### config.mk
export PLATFORM = sky130hd
export DESIGN_NAME = stream_demux_param
export DESIGN_NICKNAME = d
export VERILOG_FILES = /design/src/rtl/stream_demux_param.sv
export SDC_FILE = /design/constraint.sdc
export NUM_CORES = 1
export LEC_CHECK = 0
export CAP_MARGIN = 40
export CORE_MARGIN = 4
export CORE_UTILIZATION = 46
export CTS_BUF_LIST = sky130_fd_sc_hd__clkbuf_4
export CTS_CLUSTER_SIZE = 20
export DETAILED_ROUTE_END_ITERATION = 7
export PLACE_DENSITY = 0.9
export SYNTH_ARGS = -nofsm -noshare
export SYNTH_HDL_FRONTEND = slang
export SYNTH_SLANG_ARGS = --single-unit
### constraint.sdc
create_clock -name clk -period 1.6 [get_ports clk]
set_input_delay 0.16 -clock clk [delete_from_list [all_inputs] [get_ports clk]]
set_output_delay 0.16 -clock clk [all_outputs]
set_load 0.03 [all_outputs]
### src/rtl/stream_demux_param.sv
`default_nettype none
// ============================================================================
// Module   : stream_demux_param
// Purpose  : Registered 1-to-N_CH stream demultiplexer. One valid/ready input
//            beat is steered by in_sel into a one-entry register slot per
//            output channel. Each channel drains on its own out_ready.
//            Out-of-range destinations are accepted and discarded.
// Ports    : clk, rst              - clock, synchronous active-high reset
//            enable                - low stalls the input (in_ready = 0)
//            in_valid/in_ready     - input handshake (in_ready combinational)
//            in_sel, in_data       - destination index and payload
//            out_valid/out_ready   - per-channel handshake (N_CH bits)
//            out_data              - channel k at [k*DATA_W +: DATA_W]
//            drop_cnt              - saturating count of discarded beats
// Options  : STREAM_DEMUX_DROP_CNT_EN - builds the drop_cnt port and counter
// Revision : 1.0 - initial release
// ============================================================================
module stream_demux_param #(
  parameter int DATA_W = 8,
  parameter int SEL_W  = 2,
  parameter int N_CH   = 2**SEL_W,
  parameter int CNT_W  = 16
) (
  input  logic                     clk,
  input  logic                     rst,
  input  logic                     enable,
  input  logic                     in_valid,
  output logic                     in_ready,
  input  logic [SEL_W-1:0]         in_sel,
  input  logic [DATA_W-1:0]        in_data,
  output logic [N_CH-1:0]          out_valid,
  input  logic [N_CH-1:0]          out_ready,
  output logic [N_CH*DATA_W-1:0]   out_data
`ifdef STREAM_DEMUX_DROP_CNT_EN
  ,
  output logic [CNT_W-1:0]         drop_cnt
`endif
);

  // Channel count in a width that holds N_CH itself (up to 2**SEL_W).
  localparam logic [SEL_W:0] N_CH_L = (SEL_W+1)'(N_CH);

  logic            in_range;
  logic            sel_can_take;
  logic            accept;
  logic [N_CH-1:0] sel_hit;
  logic [N_CH-1:0] can_take;

  assign in_range = ({1'b0, in_sel} < N_CH_L);

  // One-hot select gating avoids a variable index that could run past N_CH.
  assign sel_can_take = |(sel_hit & can_take);

  // Out-of-range beats never block: they are swallowed whenever enabled.
  assign in_ready = enable && (!in_range || sel_can_take);
  assign accept   = in_valid && in_ready;

  generate
    for (genvar k = 0; k < N_CH; k++) begin : g_ch
      logic              valid_q;
      logic [DATA_W-1:0] data_q;

      assign sel_hit[k]  = (in_sel == SEL_W'(k));
      // A FULL slot being drained this cycle can be refilled in the same cycle.
      assign can_take[k] = !valid_q || out_ready[k];

      always_ff @(posedge clk) begin
        if (rst) begin
          valid_q <= 1'b0;
          data_q  <= '0;
        end else if (accept && sel_hit[k]) begin
          valid_q <= 1'b1;
          data_q  <= in_data;
        end else if (out_ready[k]) begin
          valid_q <= 1'b0;
        end
      end

      assign out_valid[k]                  = valid_q;
      assign out_data[k*DATA_W +: DATA_W]  = data_q;
    end
  endgenerate

`ifdef STREAM_DEMUX_DROP_CNT_EN
  logic [CNT_W-1:0] drop_q;

  always_ff @(posedge clk) begin
    if (rst) begin
      drop_q <= '0;
    end else if (accept && !in_range && (drop_q != {CNT_W{1'b1}})) begin
      drop_q <= drop_q + CNT_W'(1);
    end
  end

  assign drop_cnt = drop_q;
`endif

endmodule
`default_nettype wire
==> out/metrics.yaml, run 1 <==
outcome:
  status: "complete, but fails checks"
  violations: "setup timing"
job:
  max_cap_viol_count: 0
drt:
  detail_route.iter0.violations: 56
  postRouteAntennaNets: 0
  wire_per_inst_um: 15.06
  vias_per_cell: 4.988
  routed_wl_mm: 3.796
  drc: 0
  first_pass_iters: 4
  vias: 1257
cts:
  cts_buffers: 5
  htreeDepth: 2
  cts_max_path_buffers: 2
  clk_pin_slew_ns: 0.11
  cts_tree: "done"
  post_cts_buffers: 0
  cts_hold_buf: 0
  clk-insertion-delay-late_ns: 0.34
  root_buffer: "clkbuf_4"
  cts.sinks: 36
critical_path:
  crit_type: "reg -> out"
  r2r_start: "g_ch[0].valid_q"
  r2r_setup_slack_ns: 0.18
  arrival_ns: 1.52
  startpoint_type: "register"
  r2r_cells: 4
  r2r-end: "g_ch[0].data_q[3]"
  path_max_fanout: 2
  cp_cell_sequence: "nand2b_1 -> mux4_2 -> and2_4 -> buf_6"
  cp_data_required_time_ns: 1.44
  slowest_stage: "mux4_2"
  critPathMaxStageDelay_ns: 0.48
  endpoint_kind: "output pin"
sta:
  worst_pin_slew_ns: 0.4628
  setup_violations: 1
  drv_slew: 0
  post-route-period-util_pct: 105.0
  hold_viol: 0
  skew_ns: 0.009383
  post-route-min-period_ns: 1.681
  fin_ws_ns: -0.08056
  fmax_ghz: 0.5950
  rsz0062_at_grt: "true"
  setup_tns_ns: -0.08056
  holdWs_ns: 0.4797
  slew_headroom_pct: 69.05
cells_and_area:
  nets: 225
  fin_cells: 252
  fillers: 239
  final_common_cell: "nand2b_1"
  syn_to_final_growth_pct: 50.04
  multi_input_area_um2: 760.7
  drive_gt1_share_pct: 16.83
  design_area_um2: 2315
  ff_latch_area_um2: 725.7
  diodes: 0
  layout_common_cells: "nand2b_1 (45), clkdlybuf4s50_1 (41), mux2i_1 (32), dfxtp_1 (32), buf_4 (13)"
global_routing:
  gr-usage-met2_pct: 35.54
  grt_pass1_wl_mm: 6.341
  top_usage_layer: "met2"
  grt_start_max_net_pins: 16
  first_global_vias: 1358
  gr-usage-met3_pct: 6.633
  grt_overflow: 0
  antenna_found_initial: 0
  gr-usage-met1_pct: 19.51
  grt_usage_pct: 19.44
synthesis:
  synth_area_um2: 1543
  ys_types: 18
  ys_seq_area_share_pct: 46.72
  syn_nets: 161
  synth_seq_cells: 36
  synth_area_per_cell_um2: 10.79
  synthCells: 143
  yosysWarnings: 0
placed_design:
  io_buffers: 54
  placed_cells: 244
  place_area_um2: 2221
  detailed_place_hpwl_mm: 2.960
  gp_congestion: 0.8268
pwr:
  pwr-share-comb_pct: 15.7
  p_int_mw: 1.216
  p_sw_uw: 425.2
  switching_share_pct: 25.91
  power_density_nw_per_um2: 709.1
  p_seq_share_pct: 56.5
  power.leakage_nw: 1.162
  irDropWorstVdd_mv: 0.5125
  clockPowerShare_pct: 27.8
floorplan:
  fp.dieH_um: 65.91
  rows: 20
  die_w_um: 65.91
  dieArea_um2: 4344
  fp.coreArea_um2: 3128
  initial_utilization_pct: 49.32
  io_pins: 55
min_path:
  worstHoldEndpoint: "g_ch[1].data_q[6]"
  hold_depth: 2
  holdCritPathClass: "reg -> reg"
  hold_start: "g_ch[1].data_q[6]"
## cells in the mapped netlist (all sizes together)
cell	instances	area share, %
a21oi	4	1.3
and2	1	0.41
buf	7	3.3
clkbuf	6	1.5
dfxtp	36	47
mux2i	32	21
mux4	1	1.7
nand2	1	0.24
nand2b	47	19
nand4	1	0.41
nand4b	2	1.1
nor2b	2	0.81
nor4	1	1.4
or3	1	0.49
or4	1	0.73
## per-layer routing
metal / wire length [um] / vias up
met5: 0 / -
met4: 117 / 0
met2: 1979 / 47
met3: 220 / 12
met1: 1479 / 598
li1: - / 600
## registers in the layout (all words and copies together), names as in the netlist
signal        flops
g_ch.data_q      32
g_ch.valid_q      4
## stage by stage
step	setup WS, ns	util [%]	total power, mW
6_report	-0.08056	74.00	1.641
5_1_grt	-0.1377	74.00	1.721
4_1_cts	-0.08446	73.16	1.664
3_5_place_dp	-0.5936	71.00	1.203
3_3_place_gp	-0.4998	71.00	1.195
2_1_floorplan	0.3183	-	1.070
## final cells by class
cell class / count / share of cell area [%]
Sequential cell: 36 / 31.35
Clock inverter: 3 / 0.5946
Timing Repair Buffer: 70 / 31.19
Clock buffer: 5 / 1.622
Tap cell: 44 / 2.378
Multi-Input combinational cell: 94 / 32.86
## what timing repair did
action / 4_1_cts / 5_1_grt
pin swaps: 1 / 0
gates resized for setup: 16 / 11
endpoints found under the hold margin: 0 / 0
endpoints found under the setup margin: 3 / 11
## logic make-up after synthesis
logic type      after synthesis  synth area share (%)
flops                        36                 46.72
simple gates                 57                 24.66
mux                          33                 22.47
compound gates                4                 1.298
buf+inv                      13                 4.866
## worst max-delay path, delay by kind of cell, from the launching register on
kind                   cells  cell delay (ns)
buffers and inverters      1             0.13
AND/OR/NAND/NOR            2             0.23
flip-flops                 1             0.34
multiplexers               1             0.48
## worst max path at each step
| stage | start | to | slack [ns] |
|---|---|---|---|
| floorplan | g_ch[0].valid_q | g_ch[0].data_q[0] | 0.32 |
| global placement | out_ready[0] | in_ready | -0.50 |
| detailed placement | out_ready[2] | in_ready | -0.59 |
| CTS | g_ch[1].valid_q | in_ready | -0.08 |
| global route | g_ch[3].valid_q | in_ready | -0.14 |
| finish | g_ch[3].valid_q | in_ready | -0.08 |
## power groups by stage
| stage | clock network (mW) | logic [mW] | registers, mW |
|---|---|---|---|
| global route | 0.518 | 0.273 | 0.931 |
| CTS | 0.475 | 0.261 | 0.928 |
| finish | 0.455 | 0.258 | 0.928 |
| global placement | 0 | 0.249 | 0.946 |
| detailed placement | 0 | 0.256 | 0.947 |
| floorplan | 0 | 0.0899 | 0.981 |
Power figures use the tool's default switching activity.
==> run 2, diff against run 1 <==
Settings changed: TNS_END_PERCENT from default to 50.
==> run 2 against run 1 <==
Effect of this change: the run still ends with setup timing left; core utilization hardly changed; final area about the same; critical path depth unchanged; setup slack did not move; first-iteration DRC count stayed put; sequential share of layout area about the same; combinational power hardly changed; flip-flop and latch count unchanged; total power is essentially flat; global-route usage unchanged; via count is essentially flat; critical path type unchanged; largest cell class unchanged.
==> out/metrics.yaml, run 2 (synthesized netlist as in run 1, its figures left out) <==
drt:
  wl_met2_mm: 1.976  # was 1.979 mm
  postRouteAntennaNets: 0  # unchanged
  wire_per_inst_um: 15.06  # unchanged
  m1WireLength_mm: 1.485  # was 1.479 mm
  detail_route.iter0.violations: 56  # unchanged
  first_pass_iters: 4  # unchanged
  vias: 1256  # was 1257
  vias_per_cell: 4.984  # was 4.988
  top_layer_used: "met4"  # unchanged
  routed_wl_mm: 3.796  # unchanged
  drc: 0  # unchanged
  dr_wl_met3_um: 216  # was 220 um
floorplan:
  dieArea_um2: 4344  # unchanged
  fp.dieH_um: 65.91  # unchanged
  fp.coreArea_um2: 3128  # unchanged
  die_w_um: 65.91  # unchanged
  rows: 20  # unchanged
  io_pins: 55  # unchanged
  initial_utilization_pct: 49.32  # unchanged
sta:
  skew_ns: 0.009383  # unchanged
  worst_pin_slew_ns: 0.4621  # was 0.4628 ns
  drv_slew: 0  # unchanged
  slew_headroom_pct: 69.10  # was 69.05%
  rsz0062_at_grt: "true"  # unchanged
  post-route-period-util_pct: 105.0  # unchanged
  post-route-min-period_ns: 1.681  # unchanged
  fmax_ghz: 0.5950  # unchanged
  hold_viol: 0  # unchanged
  fin_ws_ns: -0.08056  # unchanged
  setup_violations: 1  # unchanged
pwr:
  power.leakage_nw: 1.160  # was 1.162 nW
  power_density_nw_per_um2: 709.6  # was 709.1 nW/um^2
  irDropWorstVdd_mv: 0.5125  # unchanged
job:
  max_cap_viol_count: 0  # unchanged
critical_path:
  endpoint_kind: "output pin"  # unchanged
  startpoint_type: "register"  # unchanged
  cp_data_required_time_ns: 1.44  # about the same
  arrival_ns: 1.52  # about the same
  crit_type: "reg -> out"  # unchanged
  path_max_fanout: 2  # unchanged
cells_and_area:
  syn_to_final_growth_pct: 49.96  # was 50.04%
  nets: 225  # unchanged
  fin_cells: 252  # unchanged
  multi_input_area_um2: 760.7  # unchanged
  reg_top3: "g_ch.data_q: 32 flops, g_ch.valid_q: 4 flops"  # unchanged
  final_common_cell: "nand2b_1"  # unchanged
  largest_register_ffs: 32  # unchanged
  drive_gt1_share_pct: 17.31  # was 16.83%
  ff_latch_area_um2: 725.7  # unchanged
  diodes: 0  # unchanged
  layout_common_cells: "nand2b_1 (45), clkdlybuf4s50_1 (41), mux2i_1 (32), dfxtp_1 (32), buf_4 (14)"  # was nand2b_1 (45), clkdlybuf4s50_1 (41), mux2i_1 (32), dfxtp_1 (32), buf_4 (13)
  fillers: 238  # was 239
  max_flop_register: "g_ch.data_q"  # unchanged
cts:
  cts_tree: "done"  # unchanged
  root_buffer: "clkbuf_4"  # unchanged
  cts_buffers: 5  # unchanged
  htreeDepth: 2  # unchanged
  clk-insertion-delay-late_ns: 0.34  # about the same
  cts.sinks: 36  # unchanged
  clk_pin_slew_ns: 0.11  # about the same
  cts_max_path_buffers: 2  # unchanged
global_routing:
  grt_start_max_net_pins: 16  # unchanged
  grt_overflow: 0  # unchanged
  grt_pass1_wl_mm: 6.341  # unchanged
  first_global_vias: 1358  # unchanged
  grt_usage_pct: 19.44  # unchanged
  antenna_found_initial: 0  # unchanged
placed_design:
  io_buffers: 54  # unchanged
  detailed_place_hpwl_mm: 2.960  # unchanged
  placed_cells: 244  # unchanged
  place_ws_ns: -0.5936  # unchanged
  gp_congestion: 0.8268  # unchanged
outcome:
  status: "complete, but fails checks"  # unchanged
  violations: "setup timing"  # unchanged
min_path:
  holdCritPathClass: "reg -> reg"  # unchanged
[run 2: final cells by class]
type                       count  share of cell area (%)
tap                           44                   2.380
clock buffer                   5                   1.622
multi-input combinational     94                   32.88
clock inverter                 3                  0.5949
sequential                    36                   31.37
timing repair buffer          70                   31.15
[run 2: final timing paths]
path / slack, ns / from / to / depth (start not counted)
worst min register to register: 0.48 / g_ch[1].data_q[6] / g_ch[1].data_q[6] / 2
worst max-delay path: -0.08 / g_ch[3].valid_q / in_ready / 4
worst max register to register: 0.18 / g_ch[0].valid_q / g_ch[0].data_q[3] / 4
worst min-delay path: 0.48 / g_ch[1].data_q[6] / g_ch[1].data_q[6] / 2
[run 2: repair_timing]
| item | in CTS | in global routing |
|---|---|---|
| setup endpoints to repair | 3 | 11 |
| pin swaps | 1 | 0 |
| hold buffers | 0 | 0 |
| resized for setup | 16 | 11 |
| gates cloned | 0 | 0 |
| buffers inserted | 0 | 0 |
[run 2: metal layers]
metal | GRT usage [%] | vias to the layer above
met5 | 0 | -
met4 | 9.067 | 0
met3 | 6.633 | 12
met2 | 35.54 | 45
met1 | 19.51 | 599
li1 | - | 600
[run 2: power breakdown]
group	switching, mW	internal [mW]
logic	0.119	0.139
clock network	0.294	0.161
registers	0.0115	0.916
[run 2: critical path: stages (launching register included)]
cell	delay, ns
dfxtp_2	0.34
nand2b_1	0.08
mux4_2	0.48
and2_4	0.15
buf_6	0.13
[run 2: through the flow]
step	area [um^2]	TNS (ns)	util (%)	hold WS, ns	power, mW
final	2313	-0.08056	73.96	0.4797	1.642
after global routing	2313	-0.1379	73.96	0.4837	1.722
after CTS	2287	-0.08446	73.12	0.4727	1.664
after detailed placement	2221	-0.7153	71.00	0.4652	1.203
after global placement	2221	-0.5024	71.00	0.4590	1.195
after floorplan	1543	0	-	0.3435	1.070
==> run 3, diff against run 2 <==
Settings changed: MAX_ROUTING_LAYER from default to met4, SETUP_SLACK_MARGIN from default to 0.05.
==> run 3 against run 2 <==
Effect of this change: the flow still finishes with violations (setup timing); register-to-register slack about the same; worst hold slack worse by 0.0012 ns; wire length grew 0.50%; via count hardly changed; highest routed layer unchanged; final cell count did not move; combinational power shrank 2%.
==> out/metrics.yaml, run 3 (synthesized netlist as in run 1, its figures left out) <==
drt:
  drc: 0  # unchanged
  vias_per_cell: 4.980  # was 4.984
  first_pass_iters: 4  # unchanged
  wl_met2_mm: 1.993  # was 1.976 mm
  detail_route.iter0.violations: 51  # was 56
  vias: 1255  # was 1256
  routed_wl_mm: 3.815  # was 3.796 mm
  wire_per_inst_um: 15.14  # was 15.06 um
  postRouteAntennaNets: 0  # unchanged
  top_layer_used: "met4"  # unchanged
  dr_wl_met3_um: 238  # was 216 um
  m1WireLength_mm: 1.469  # was 1.485 mm
global_routing:
  grt_usage_pct: 19.92  # was 19.44%
  grt_pass1_wl_mm: 6.320  # was 6.341 mm
  grt_overflow: 0  # unchanged
  antenna_found_initial: 0  # unchanged
  first_global_vias: 1362  # was 1358
  grt_start_max_net_pins: 16  # unchanged
min_path:
  holdCritPathClass: "reg -> reg"  # unchanged
  hold_start: "g_ch[2].data_q[5]"  # was g_ch[1].data_q[6]
  worstHoldEndpoint: "g_ch[2].data_q[5]"  # was g_ch[1].data_q[6]
  hold_depth: 2  # unchanged
critical_path:
  arrival_ns: 1.52  # about the same
  r2r_start: "g_ch[0].valid_q"  # unchanged
  cp_data_required_time_ns: 1.44  # about the same
  endpoint_kind: "output pin"  # unchanged
  startpoint_type: "register"  # unchanged
  r2r_cells: 4  # unchanged
  r2r_setup_slack_ns: 0.19  # was 0.18 ns
  crit_type: "reg -> out"  # unchanged
  path_max_fanout: 2  # unchanged
  r2r-end: "g_ch[0].data_q[3]"  # unchanged
cts:
  cts_buffers: 5  # unchanged
  clk_pin_slew_ns: 0.11  # about the same
  root_buffer: "clkbuf_4"  # unchanged
  cts.sinks: 36  # unchanged
  cts_tree: "done"  # unchanged
  cts_max_path_buffers: 2  # unchanged
  htreeDepth: 2  # unchanged
  post_cts_buffers: 0  # unchanged
  clk-insertion-delay-late_ns: 0.34  # about the same
floorplan:
  dieArea_um2: 4344  # unchanged
  initial_utilization_pct: 49.32  # unchanged
  io_pins: 55  # unchanged
  rows: 20  # unchanged
  fp.dieH_um: 65.91  # unchanged
  die_w_um: 65.91  # unchanged
  fp.coreArea_um2: 3128  # unchanged
outcome:
  status: "complete, but fails checks"  # unchanged
  violations: "setup timing"  # unchanged
cells_and_area:
  syn_to_final_growth_pct: 50.61  # was 49.96%
  largest_register_ffs: 32  # unchanged
  nets: 225  # unchanged
  max_flop_register: "g_ch.data_q"  # unchanged
  diodes: 0  # unchanged
  reg_top3: "g_ch.data_q: 32 flops, g_ch.valid_q: 4 flops"  # unchanged
  fin_cells: 252  # unchanged
  drive_gt1_share_pct: 16.83  # was 17.31%
  design_area_um2: 2323  # was 2313 um^2
  layout_common_cells: "nand2b_1 (45), mux2i_1 (32), dfxtp_1 (32)"  # was nand2b_1 (45), clkdlybuf4s50_1 (41), mux2i_1 (32), dfxtp_1 (32), buf_4 (14)
  final_common_cell: "nand2b_1"  # unchanged
sta:
  post-route-min-period_ns: 1.684  # was 1.681 ns
  fin_ws_ns: -0.08352  # was -0.08056 ns
  slew_headroom_pct: 68.86  # was 69.10%
  worst_pin_slew_ns: 0.4657  # was 0.4621 ns
  setup_violations: 1  # unchanged
  setup_tns_ns: -0.08352  # was -0.08056 ns
  skew_ns: 0.01049  # was 0.009383 ns
  drv_slew: 0  # unchanged
  rsz0062_at_grt: "true"  # unchanged
  hold_viol: 0  # unchanged
  fmax_ghz: 0.5940  # was 0.5950 GHz
  post-route-period-util_pct: 105.2  # was 105.0%
placed_design:
  placed_cells: 244  # unchanged
  place_area_um2: 2221  # unchanged
  io_buffers: 54  # unchanged
  gp_congestion: 0.8394  # was 0.8268
  detailed_place_hpwl_mm: 2.960  # unchanged
pwr:
  p_seq_share_pct: 56.6  # was 56.5%
  power.leakage_nw: 1.405  # was 1.160 nW
  clockPowerShare_pct: 28.0  # was 27.7%
  irDropWorstVdd_mv: 0.5129  # was 0.5125 mV
  power_density_nw_per_um2: 704.7  # was 709.6 nW/um^2
  p_sw_uw: 427.1  # was 425.3 uW
  pwr-share-comb_pct: 15.4  # was 15.7%
  p_int_mw: 1.210  # was 1.216 mW
  switching_share_pct: 26.09  # was 25.91%
job:
  max_cap_viol_count: 0  # unchanged
[run 3: cell types whose count changed in the layout (fill, tap and decap cells not counted)]
cell             before  now
dlymetal6s2s_1       10   20
clkdlybuf4s50_1      41   18
buf_4                14   13
dlygate4sd2_1         1   15
[run 3: critical path: stages, from the launching register on]
cell and delay, ns:
dfxtp_2 0.34, nand2b_1 0.08, mux4_2 0.48, and2_4 0.15, buf_6 0.13
[run 3: layer usage]
metal,up-vias,GRT usage [%]
li1,599,-
met2,45,35.79
met3,13,6.122
met4,0,9.067
met5,-,-
met1,598,19.51
[run 3: layout make-up]
cell class,instances,area (um^2)
clock buffer,5,37.54
timing repair buffer,70,730.7
fill,245,804.5
sequential,36,725.7
multi-input combinational,94,760.7
clock inverter,3,13.76
tap,44,55.05
[run 3: per-stage QoR]
step / hold slack (ns) / power, mW / setup slack [ns] / util, %
after floorplan: 0.3435 / 1.070 / 0.3183 / -
after global placement: 0.4590 / 1.195 / -0.4998 / 71.00
after detailed placement: 0.4652 / 1.203 / -0.5936 / 71.00
after CTS: 0.4727 / 1.659 / -0.08446 / 72.64
after global routing: 0.4841 / 1.715 / -0.1377 / 74.28
final: 0.4784 / 1.637 / -0.08352 / 74.28
[run 3: repair_timing]
action / CTS / global route
hold buffers: 0 / 0
gates resized for setup: 29 / 21
pin swaps: 1 / 0
endpoints found under the setup margin: 16 / 21
gates cloned: 0 / 0
[run 3: how the worst max path moves through the flow]
stage	to	start	depth (start not counted)
finish	in_ready	g_ch[3].valid_q	4
global route	in_ready	g_ch[3].valid_q	4
CTS	in_ready	g_ch[3].valid_q	4
detailed placement	in_ready	out_ready[2]	5
global placement	in_ready	out_ready[0]	5
floorplan	g_ch[0].data_q[0]	g_ch[0].valid_q	4
[run 3: power groups by stage]
| stage | clock network, mW | registers, mW | logic [mW] |
|---|---|---|---|
| CTS | 0.475 | 0.928 | 0.256 |
| finish | 0.458 | 0.927 | 0.253 |
| detailed placement | 0 | 0.947 | 0.256 |
| global route | 0.517 | 0.930 | 0.267 |
| floorplan | 0 | 0.981 | 0.0899 |
| global placement | 0 | 0.946 | 0.249 |
